<file path="src/rtl/spi_master_ctrl18.sv">
// SPI master transfer sequencer: one command in, one complete SPI frame out, received word back with a done pulse.
// Optional LSB-first framing (extra input lsb_first18) is enabled by defining SPI18_LSB_FIRST_EN.
module spi_master_ctrl18 #(
  parameter int DATA_W = 32,
  parameter int DIV_W  = 8,
  parameter int LEN_W  = 5
) (
  input  logic              pclk18,
  input  logic              n_p_reset18,
  input  logic              start18,
  input  logic              abort18,
  input  logic [DATA_W-1:0] tx_data18,
  input  logic [LEN_W-1:0]  char_len18,
  input  logic              cpol18,
  input  logic              cpha18,
  input  logic [DIV_W-1:0]  clk_div18,
  input  logic [3:0]        ss_sel18,
`ifdef SPI18_LSB_FIRST_EN
  input  logic              lsb_first18,
`endif
  output logic              busy18,
  output logic              done18,
  output logic              ovr_err18,
  output logic [DATA_W-1:0] rx_data18,
  output logic              sclk_out18,
  output logic              n_sclk_en18,
  output logic [3:0]        n_ss_out18,
  output logic              n_ss_en18,
  output logic              mo18,
  output logic              n_mo_en18,
  input  logic              mi18
);

  localparam int CW = LEN_W + 1;
  localparam logic [CW-1:0] FULL_LEN = CW'(DATA_W);

  typedef enum logic [2:0] {S_IDLE, S_SETUP, S_SHIFT, S_HOLD, S_DONE} state_t;

  state_t              state_q, state_d;
  logic [DIV_W-1:0]    div_q, div_d;
  logic [DIV_W-1:0]    cnt_q, cnt_d;
  logic [CW-1:0]       bit_q, bit_d;
  logic                trail_q, trail_d;
  logic                cpol_q, cpol_d;
  logic                cpha_q, cpha_d;
  logic [DATA_W-1:0]   tx_sr_q, tx_sr_d;
  logic [DATA_W-1:0]   rx_sr_q, rx_sr_d;
  logic [DATA_W-1:0]   rx_data_q, rx_data_d;
  logic                busy_q, busy_d;
  logic                done_q, done_d;
  logic                ovr_q, ovr_d;
  logic                sclk_q, sclk_d;
  logic                en_n_q, en_n_d;
  logic [3:0]          n_ss_q, n_ss_d;
  logic                mo_q, mo_d;

  logic                lsb_cmd, lsb_now;
  logic [CW-1:0]       cmd_len;
  logic [DATA_W-1:0]   tx_aligned, acc_next, tx_next, rx_ins;
  logic                acc_head, tx_head, half_end, accept;

`ifdef SPI18_LSB_FIRST_EN
  logic                lsb_q, lsb_d;
  logic [CW-1:0]       len_q, len_d;
  assign lsb_cmd = lsb_first18;
  assign lsb_now = lsb_q;
  // LSB-first receive inserts at bit L-1 so the word ends up right-aligned.
  assign rx_ins  = lsb_q ? ((rx_sr_q >> 1) | (DATA_W'(mi18) << (len_q - CW'(1))))
                         : {rx_sr_q[DATA_W-2:0], mi18};
`else
  assign lsb_cmd = 1'b0;
  assign lsb_now = 1'b0;
  assign rx_ins  = {rx_sr_q[DATA_W-2:0], mi18};
`endif

  assign cmd_len    = (char_len18 == '0) ? FULL_LEN : {1'b0, char_len18};
  // MSB-first frames are left-aligned so the first bit always sits in the top position.
  assign tx_aligned = lsb_cmd ? tx_data18 : (tx_data18 << (FULL_LEN - cmd_len));
  assign acc_head   = lsb_cmd ? tx_aligned[0] : tx_aligned[DATA_W-1];
  assign acc_next   = lsb_cmd ? (tx_aligned >> 1) : (tx_aligned << 1);
  assign tx_head    = lsb_now ? tx_sr_q[0] : tx_sr_q[DATA_W-1];
  assign tx_next    = lsb_now ? (tx_sr_q >> 1) : (tx_sr_q << 1);
  assign half_end   = (cnt_q == div_q);
  assign accept     = start18 && ((state_q == S_IDLE) || (state_q == S_DONE));

  always_comb begin
    // NOTE: every _d takes its _q value first, so no path through this block can infer a latch.
    state_d   = state_q;
    div_d     = div_q;
    cnt_d     = half_end ? '0 : cnt_q + 1'b1;
    bit_d     = bit_q;
    trail_d   = trail_q;
    cpol_d    = cpol_q;
    cpha_d    = cpha_q;
    tx_sr_d   = tx_sr_q;
    rx_sr_d   = rx_sr_q;
    rx_data_d = rx_data_q;
    busy_d    = busy_q;
    done_d    = 1'b0;
    ovr_d     = start18 && busy_q;
    sclk_d    = sclk_q;
    en_n_d    = en_n_q;
    n_ss_d    = n_ss_q;
    mo_d      = mo_q;
`ifdef SPI18_LSB_FIRST_EN
    lsb_d     = lsb_q;
    len_d     = len_q;
`endif

    unique case (state_q)
      S_IDLE: cnt_d = '0;
      S_SETUP: begin
        if (half_end) begin
          state_d = S_SHIFT;
          trail_d = 1'b0;
        end
      end
      S_SHIFT: begin
        if (half_end) begin
          sclk_d = ~sclk_q;
          if (!trail_q) begin
            if (cpha_q) begin
              mo_d    = tx_head;
              tx_sr_d = tx_next;
            end else begin
              rx_sr_d = rx_ins;
            end
            trail_d = 1'b1;
          end else begin
            if (cpha_q) begin
              rx_sr_d = rx_ins;
            end else begin
              mo_d    = tx_head;
              tx_sr_d = tx_next;
            end
            trail_d = 1'b0;
            bit_d   = bit_q - CW'(1);
            if (bit_q == CW'(1)) state_d = S_HOLD;
          end
        end
      end
      S_HOLD: begin
        if (half_end) begin
          state_d   = S_DONE;
          done_d    = 1'b1;
          rx_data_d = rx_sr_q;
          busy_d    = 1'b0;
          n_ss_d    = 4'hF;
          en_n_d    = 1'b1;
          mo_d      = 1'b0;
        end
      end
      S_DONE:  state_d = S_IDLE;
      default: state_d = S_IDLE;
    endcase

    if (accept) begin
      state_d = S_SETUP;
      cnt_d   = '0;
      busy_d  = 1'b1;
      cpol_d  = cpol18;
      cpha_d  = cpha18;
      div_d   = clk_div18;
      bit_d   = cmd_len;
      trail_d = 1'b0;
      rx_sr_d = '0;
      sclk_d  = cpol18;
      en_n_d  = 1'b0;
      n_ss_d  = ~ss_sel18;
      // With cpha=0 the first bit must already be on MOSI before the first edge.
      mo_d    = cpha18 ? 1'b0 : acc_head;
      tx_sr_d = cpha18 ? tx_aligned : acc_next;
`ifdef SPI18_LSB_FIRST_EN
      lsb_d   = lsb_first18;
      len_d   = cmd_len;
`endif
    end

    // Abort wins over a done that would complete in the same cycle.
    if (busy_q && abort18) begin
      state_d   = S_IDLE;
      busy_d    = 1'b0;
      done_d    = 1'b0;
      rx_data_d = rx_data_q;
      sclk_d    = cpol_q;
      en_n_d    = 1'b1;
      n_ss_d    = 4'hF;
      mo_d      = 1'b0;
    end
  end

  always_ff @(posedge pclk18 or negedge n_p_reset18) begin
    // NOTE: state is updated only with non-blocking assignments so every flop samples pre-edge values.
    if (!n_p_reset18) begin
      state_q   <= S_IDLE;
      div_q     <= '0;
      cnt_q     <= '0;
      bit_q     <= '0;
      trail_q   <= 1'b0;
      cpol_q    <= 1'b0;
      cpha_q    <= 1'b0;
      tx_sr_q   <= '0;
      rx_sr_q   <= '0;
      rx_data_q <= '0;
      busy_q    <= 1'b0;
      done_q    <= 1'b0;
      ovr_q     <= 1'b0;
      sclk_q    <= 1'b0;
      en_n_q    <= 1'b1;
      n_ss_q    <= 4'hF;
      mo_q      <= 1'b0;
`ifdef SPI18_LSB_FIRST_EN
      lsb_q     <= 1'b0;
      len_q     <= '0;
`endif
    end else begin
      state_q   <= state_d;
      div_q     <= div_d;
      cnt_q     <= cnt_d;
      bit_q     <= bit_d;
      trail_q   <= trail_d;
      cpol_q    <= cpol_d;
      cpha_q    <= cpha_d;
      tx_sr_q   <= tx_sr_d;
      rx_sr_q   <= rx_sr_d;
      rx_data_q <= rx_data_d;
      busy_q    <= busy_d;
      done_q    <= done_d;
      ovr_q     <= ovr_d;
      sclk_q    <= sclk_d;
      en_n_q    <= en_n_d;
      n_ss_q    <= n_ss_d;
      mo_q      <= mo_d;
`ifdef SPI18_LSB_FIRST_EN
      lsb_q     <= lsb_d;
      len_q     <= len_d;
`endif
    end
  end

  assign busy18      = busy_q;
  assign done18      = done_q;
  assign ovr_err18   = ovr_q;
  assign rx_data18   = rx_data_q;
  assign sclk_out18  = sclk_q;
  assign n_sclk_en18 = en_n_q;
  assign n_ss_out18  = n_ss_q;
  assign n_ss_en18   = en_n_q;
  assign mo18        = mo_q;
  assign n_mo_en18   = en_n_q;

endmodule

</file>
<file path="config.mk">
export PLATFORM = sky130hd
export DESIGN_NAME = spi_master_ctrl18
export DESIGN_NICKNAME = d
export VERILOG_FILES = /design/src/rtl/spi_master_ctrl18.sv
export SDC_FILE = /design/constraint.sdc
export NUM_CORES = 1
export LEC_CHECK = 0
export BUFFER_PORTS_ARGS = -buffer_cell sky130_fd_sc_hd__buf_2
export CAP_MARGIN = 20
export CORE_MARGIN = 8
export CORE_UTILIZATION = 45
export DETAILED_ROUTE_END_ITERATION = 6
export PLACE_DENSITY = 0.68
export RECOVER_POWER = 25
export REMOVE_ABC_BUFFERS = 1
export SLEW_MARGIN = 20
export SYNTH_ARGS = -nofsm -noshare
export SYNTH_HDL_FRONTEND = slang
export SYNTH_SLANG_ARGS = --single-unit
</file>
<file path="constraint.sdc">
create_clock -name pclk18 -period 3 [get_ports pclk18]
set_input_delay 0.6 -clock pclk18 [delete_from_list [all_inputs] [get_ports pclk18]]
set_output_delay 0.6 -clock pclk18 [all_outputs]
set_load 0.01 [all_outputs]
</file>
# Word-level counts from Yosys, hierarchy flattened
# Cells that the tools add are included.
dict set report classes {
  n_mux 60
  eq_ne 19
  reduce_logical 24
  n_bitwise 3
  addsub 3
  shifts 1
}
# cell count
set ops {}
lappend ops {{32-bit two-way mux} 13}
lappend ops {{32-bit by 6-bit left shift with 32-bit output} 1}
lappend ops {{6-bit two-way mux} 5}
lappend ops {{1-bit two-way mux} 25}
lappend ops {{8-bit two-way mux} 3}
lappend ops {{3-bit two-way mux} 7}
lappend ops {{4-bit != test, second input constant} 5}
lappend ops {{4-bit two-way mux} 4}
lappend ops {{3-bit nonzero test} 5}
lappend ops {{3-bit case mux with 4 select lines} 1}
lappend ops {{5-bit != test, second input constant} 2}
lappend ops {{3-bit by 2-bit != test with 1-bit output, second input constant} 3}
lappend ops {{3-bit AND reduction} 3}
lappend ops {{8-bit by 1-bit adder with 8-bit output, second input constant} 1}
lappend ops {{8-bit == test} 1}
lappend ops {{4-bit AND reduction} 2}
lappend ops {{3-bit by 2-bit == test with 1-bit output, second input constant} 2}
lappend ops {{6-bit by 1-bit == test with 1-bit output, second input constant} 1}
lappend ops {{3-bit != test, second input constant} 2}
lappend ops {{6-bit AND reduction} 1}
lappend ops {{2-bit nonzero test} 3}
lappend ops {{6-bit by 1-bit subtractor with 6-bit output, second input constant} 1}
lappend ops {{6-bit subtractor, first input constant} 1}
lappend ops {{5-bit logical NOT} 1}
lappend ops {{12 further kinds} 17}
dict set report word_totals {
  output_inout_bits 44
  reg_bits 134
  in_bits 56
}

# Longest topological paths before layout
dict set report logic_depth {
  depth_word 7
  ltp_mapped 13
}

# Worst setup path before layout
# No wires, ideal clock.
dict set report synth_path {
  path_type {input to register}
  startpoint {in char_len18[0]}
  endpoint {reg tx_sr_q[24]}
  cell_stages 10
  required_time_ns 2.874
  arrival_ns 3.490
  path_slack_ns -0.616
  n_path_buf 3
  setup_ns 0.126
  path_cell_list {buf_2 > clkinv_1 > clkbuf_1 > ha_1 > clkbuf_1 > mux2_2 > mux4_2 > a22oi_1 > a21oi_1 > a221o_1}
}
dict set report synth_via {
  elab_chain_len 6
}
# item line_no
set synth_lines {}
lappend synth_lines {{start: declaration} 13} ;# input logic [LEN_W-1:0] char_len18,
lappend synth_lines {{5-bit logical NOT} 76} ;# assign cmd_len = (char_len18 == '0) ? FULL_LEN : {1'b0, char_len18};
lappend synth_lines {{6-bit two-way mux (*)} 76}
lappend synth_lines {{6-bit subtractor (*)} 78} ;# assign tx_aligned = lsb_cmd ? tx_data18 : (tx_data18 << (FULL_LEN - cmd_len));
lappend synth_lines {{32-bit by 6-bit left shift with 32-bit output (*)} 78}
lappend synth_lines {{32-bit two-way mux (*)} 172} ;# tx_sr_d = cpha18 ? tx_aligned : acc_next;
lappend synth_lines {{32-bit two-way mux (*)} 157} ;# if (accept) begin
lappend synth_lines {{end signal: assignment} 224} ;# tx_sr_q <= tx_sr_d;
lappend synth_lines {{end: declaration} 46} ;# logic [DATA_W-1:0] tx_sr_q, tx_sr_d;
# Mark *: on every way between the ends. The rest lies on a longest branch, timed or not.
# A chain may end at the register's enable or synchronous reset.

# Worst setup path after layout
dict set report layout_path {
  startpoint {reg cnt_q[1]}
  endpoint {reg rx_data_q[7] (netlist: rx_data18[7])}
}
dict set report layout_via {
  elab_chain_len 2
}
# item line_no
set layout_lines {}
lappend layout_lines {{start: declaration} 41} ;# logic [DIV_W-1:0] cnt_q, cnt_d;
lappend layout_lines {{start signal: assignment} 219} ;# cnt_q <= cnt_d;
lappend layout_lines {{8-bit == test} 83} ;# assign half_end = (cnt_q == div_q);
lappend layout_lines {{3-bit AND reduction (no line)} -}
lappend layout_lines {{end signal: assignment} 226} ;# rx_data_q <= rx_data_d;
lappend layout_lines {{end: declaration} 48} ;# logic [DATA_W-1:0] rx_data_q, rx_data_d;
# No other way between the ends.

==> run_results.csv <==
group,metric,value,unit
status,status,"complete, but fails checks",
status,failed_checks,"capacitance limit, slew limit",
synth,ys_warn_count,0,
synth,synth_edf_count,0,
timing,worst_slew_pin_slew,2.20,ns
setup_path,critPathCaptureType,"flip-flop",
clock_network,numCtsBuffers,17,
synth,async_reset_ff_share,100,%
setup_path,cp-start-kind,"flip-flop",
synth,synth_seq_area_share,41.5,%
detailed_routing,via_count,6866,
timing,fin_crit_sh,89.8,%
floorplanning,start_util,45.5,%
floorplanning,die-area,0.0225,mm^2
setup_path,cp.arrival,3.00,ns
timing,finClkSkew,0.00614,ns
clock_network,cts_num_sinks,134,
synth,netlist_area,0.00810,mm^2
power_and_ir_drop,total_power,0.00695,W
final_layout,multi_input_area,0.00444,mm^2
global_route,antenna_found_initial,1,
timing,period_needed,2.69,ns
synth,synth_cell_types,64,
place,dp_hpwl,15.7,mm
clock_network,cts_buffer_depth,2,
final_layout,drive_above_1_share,32.2,%
timing,hold_viol,0,
floorplanning,die_w,150,um
clock_network,cts.repair.resized,0,
final_layout,nets,1023,
power_and_ir_drop,ir_drop,0.404,mV
clock_network,cts_tree,"yes",
place,place.gp.congestion,0.938,
timing,relSlewSlack,-47.0,%
final_layout,fillers,1589,
detailed_routing,wl_per_cell,17.7,um
floorplanning,fp.coreArea,0.0178,mm^2
synth,synthCells,832,
timing,report.final.slew_viol_count,45,
detailed_routing,routed_wl,21.4,mm
final_layout,diodes,0,
place,io_buffers,99,
detailed_routing,viasPerCell,5.70,
min_path,hold_class,"in2reg",
synth,synth_flop_cell,"dfrtp_1",
setup_path,slowest_stage,"or4_4",
detailed_routing,drt_iter0_markers,464,
power_and_ir_drop,power_density,707,mW/mm^2
clock_network,clk_latency,0.42,ns
clock_network,cts_hold_buf,0,
flow_run,drv_cap,1,
place,dp_slack,-0.0897,ns
detailed_routing,dr.pass1.iters,5,
synth,synth_top_area_share,39.9,%
power_and_ir_drop,p_leak,4.48,nW
global_route,grt_start_max_net_pins,65,
timing,setup_ws,0.305,ns
detailed_routing,antenna_left,0,
floorplanning,die_h,150,um
global_route,grt.overflow.total,0,
timing,setup_viol,0,
clock_network,cts_setup_buffers,0,
setup_path,critPathMaxStageDelay,0.56,ns
final_layout,area_delta_synth_final,21.4,%
setup_path,path_cells,"xor2_1 -> or4_4 -> or3_1 -> or3_2 -> buf_12 -> mux2_4",
synth,ys_seq_elements,134,
floorplanning,core.rowCount,49,
synth,avgSynthCellArea,9.73,um^2
setup_path,path_buf_inv,1,
place,dpl_cell_area,0.00926,mm^2
clock_network,path_clk_slew,0.06,ns
setup_path,worstPathRequired,3.30,ns
final_layout,stdcell_area,0.00983,mm^2
global_route,grt_pass1_wl,34.9,mm
setup_path,crit_family,"simple AND/OR/NAND/NOR gates",
timing,rsz0062_at_grt,"no",
detailed_routing,drc_errors,0,
synth,synthTopCellsByArea,"dfrtp_1 40%, mux4_2 7.5%, nand2_1 7.1%",
global_route,grt_usage,19.3,%
timing,fmax,371,MHz
clock_network,cts_max_level,4,
floorplanning,io_pins,100,
synth,netlist.top_cell.by_area,"dfrtp_1",
global_route,first_global_vias,6709,
clock_network,cts-root-buf,"clkbuf_16",
setup_path,crit_type,"reg2reg",
final_layout,seq_area,0.00336,mm^2
setup_path,crit_fanout,34,
power breakdown:
part / internal, W / switching, W / leakage (nW)
combinational: 0.000960 / 0.00134 / 2.46
clock: 0.00122 / 0.000822 / 0.272
sequential: 0.00228 / 0.000318 / 1.75
total: 0.00446 / 0.00248 / 4.48
worst register-to-register path: stages (launching register included):
cell	delay [ns]
dfrtp_1	0.41
xor2_1	0.21
or4_4	0.56
or3_1	0.39
or3_2	0.46
buf_12	0.21
mux2_4	0.35
sequential cells by signal (all words and copies together) (netlist names):
name,flops
cpol_q,1
state_q,3
n_ss_out18,4
sclk_out18,1
ovr_err18,1
mo18,1
tx_sr_q,32
cpha_q,1
n_mo_en18,1
rx_data18,32
rx_sr_q,32
trail_q,1
done18,1
div_q,8
cnt_q,8
bit_q,6
busy18,1
area by class of cell:
class | count | share of cell area [%]
Clock buffer | 17 | 4.33
Multi-Input combinational cell | 626 | 45.2
Clock inverter | 15 | 1.55
Inverter | 13 | 0.496
Timing Repair Buffer | 171 | 11.4
Tap cell | 229 | 2.91
Sequential cell | 134 | 34.2
metrics by stage:
| step | utilization, % | hold WS [ns] | TNS [ns] | std cells |
|---|---|---|---|---|
| final | 55.3 | 0.306 | 0 | 1205 |
| after global routing | 55.3 | 0.300 | 0 | 1205 |
| after CTS | 55.3 | 0.111 | 0 | 1205 |
| after detailed placement | 52.1 | 0.477 | -0.529 | 1173 |
| after global placement | 52.1 | 0.461 | -0.335 | 1173 |
| after floorplan | - | 0.304 | -74.57 | 773 |
layer usage:
layer	up-vias	track usage (%)	share of wire, %
met5	-	0	0.061
met4	2	7.60	2.4
met3	41	3.97	6.7
met2	253	30.2	46
met1	3302	25.9	45
li1	3268	-	-
final timing paths:
check / from / endpoint / slack [ns] / cells after the start
setup / recovery: cnt_q[1] / rx_data18[7] / 0.31 / 6
hold / removal: ss_sel18[1] / n_ss_out18[1] / 0.31 / 2
setup reg to reg: cnt_q[1] / rx_data18[7] / 0.31 / 6
hold reg to reg: tx_sr_q[11] / tx_sr_q[11] / 0.49 / 1
max in group asynchronous: n_p_reset18 / n_mo_en18 / 0.64 / 2
min in group asynchronous: n_p_reset18 / bit_q[1] / 1.01 / 1
cell usage after synthesis (16+ instances only):
master / count
a21oi_1: 28
nand2_1: 154
clkbuf_1: 38
xor2_1: 19
nand3_1: 25
mux4_2: 27
o21ai_0: 65
nor3_1: 16
nor2_1: 66
mux2_4: 28
mux2_2: 40
mux2i_1: 21
dfrtp_1: 129
logic make-up after synthesis:
logic type,Yosys count,synth area share [%]
AOI/OAI and AO/OA,179,14.0
xor gates and xnor gates,27,3.01
adders and majority gates,4,0.618
buffers and inverters,72,4.02
DFF,134,41.5
muxes,116,20.9
and+or+nand+nor,300,16.0
placed cells by master, fill, tap and decap left out, types with 7 or more instances in the layout:
cell | synthesis | routed
nand3_1 | 25 | 25
o22ai_1 | 11 | 11
inv_1 | 12 | 12
a31oi_1 | 13 | 12
nor2_1 | 66 | 66
buf_4 | 3 | 66
a21oi_1 | 28 | 28
xnor2_1 | 7 | 7
xor2_1 | 19 | 18
o21ai_0 | 65 | 65
clkbuf_16 | 0 | 17
mux2i_1 | 21 | 21
mux2_4 | 28 | 28
mux4_2 | 27 | 27
buf_2 | 10 | 98
mux2_2 | 40 | 40
nand2_1 | 154 | 154
dfrtp_1 | 129 | 129
nor3_1 | 16 | 16
(Power assumes the default switching activity.)
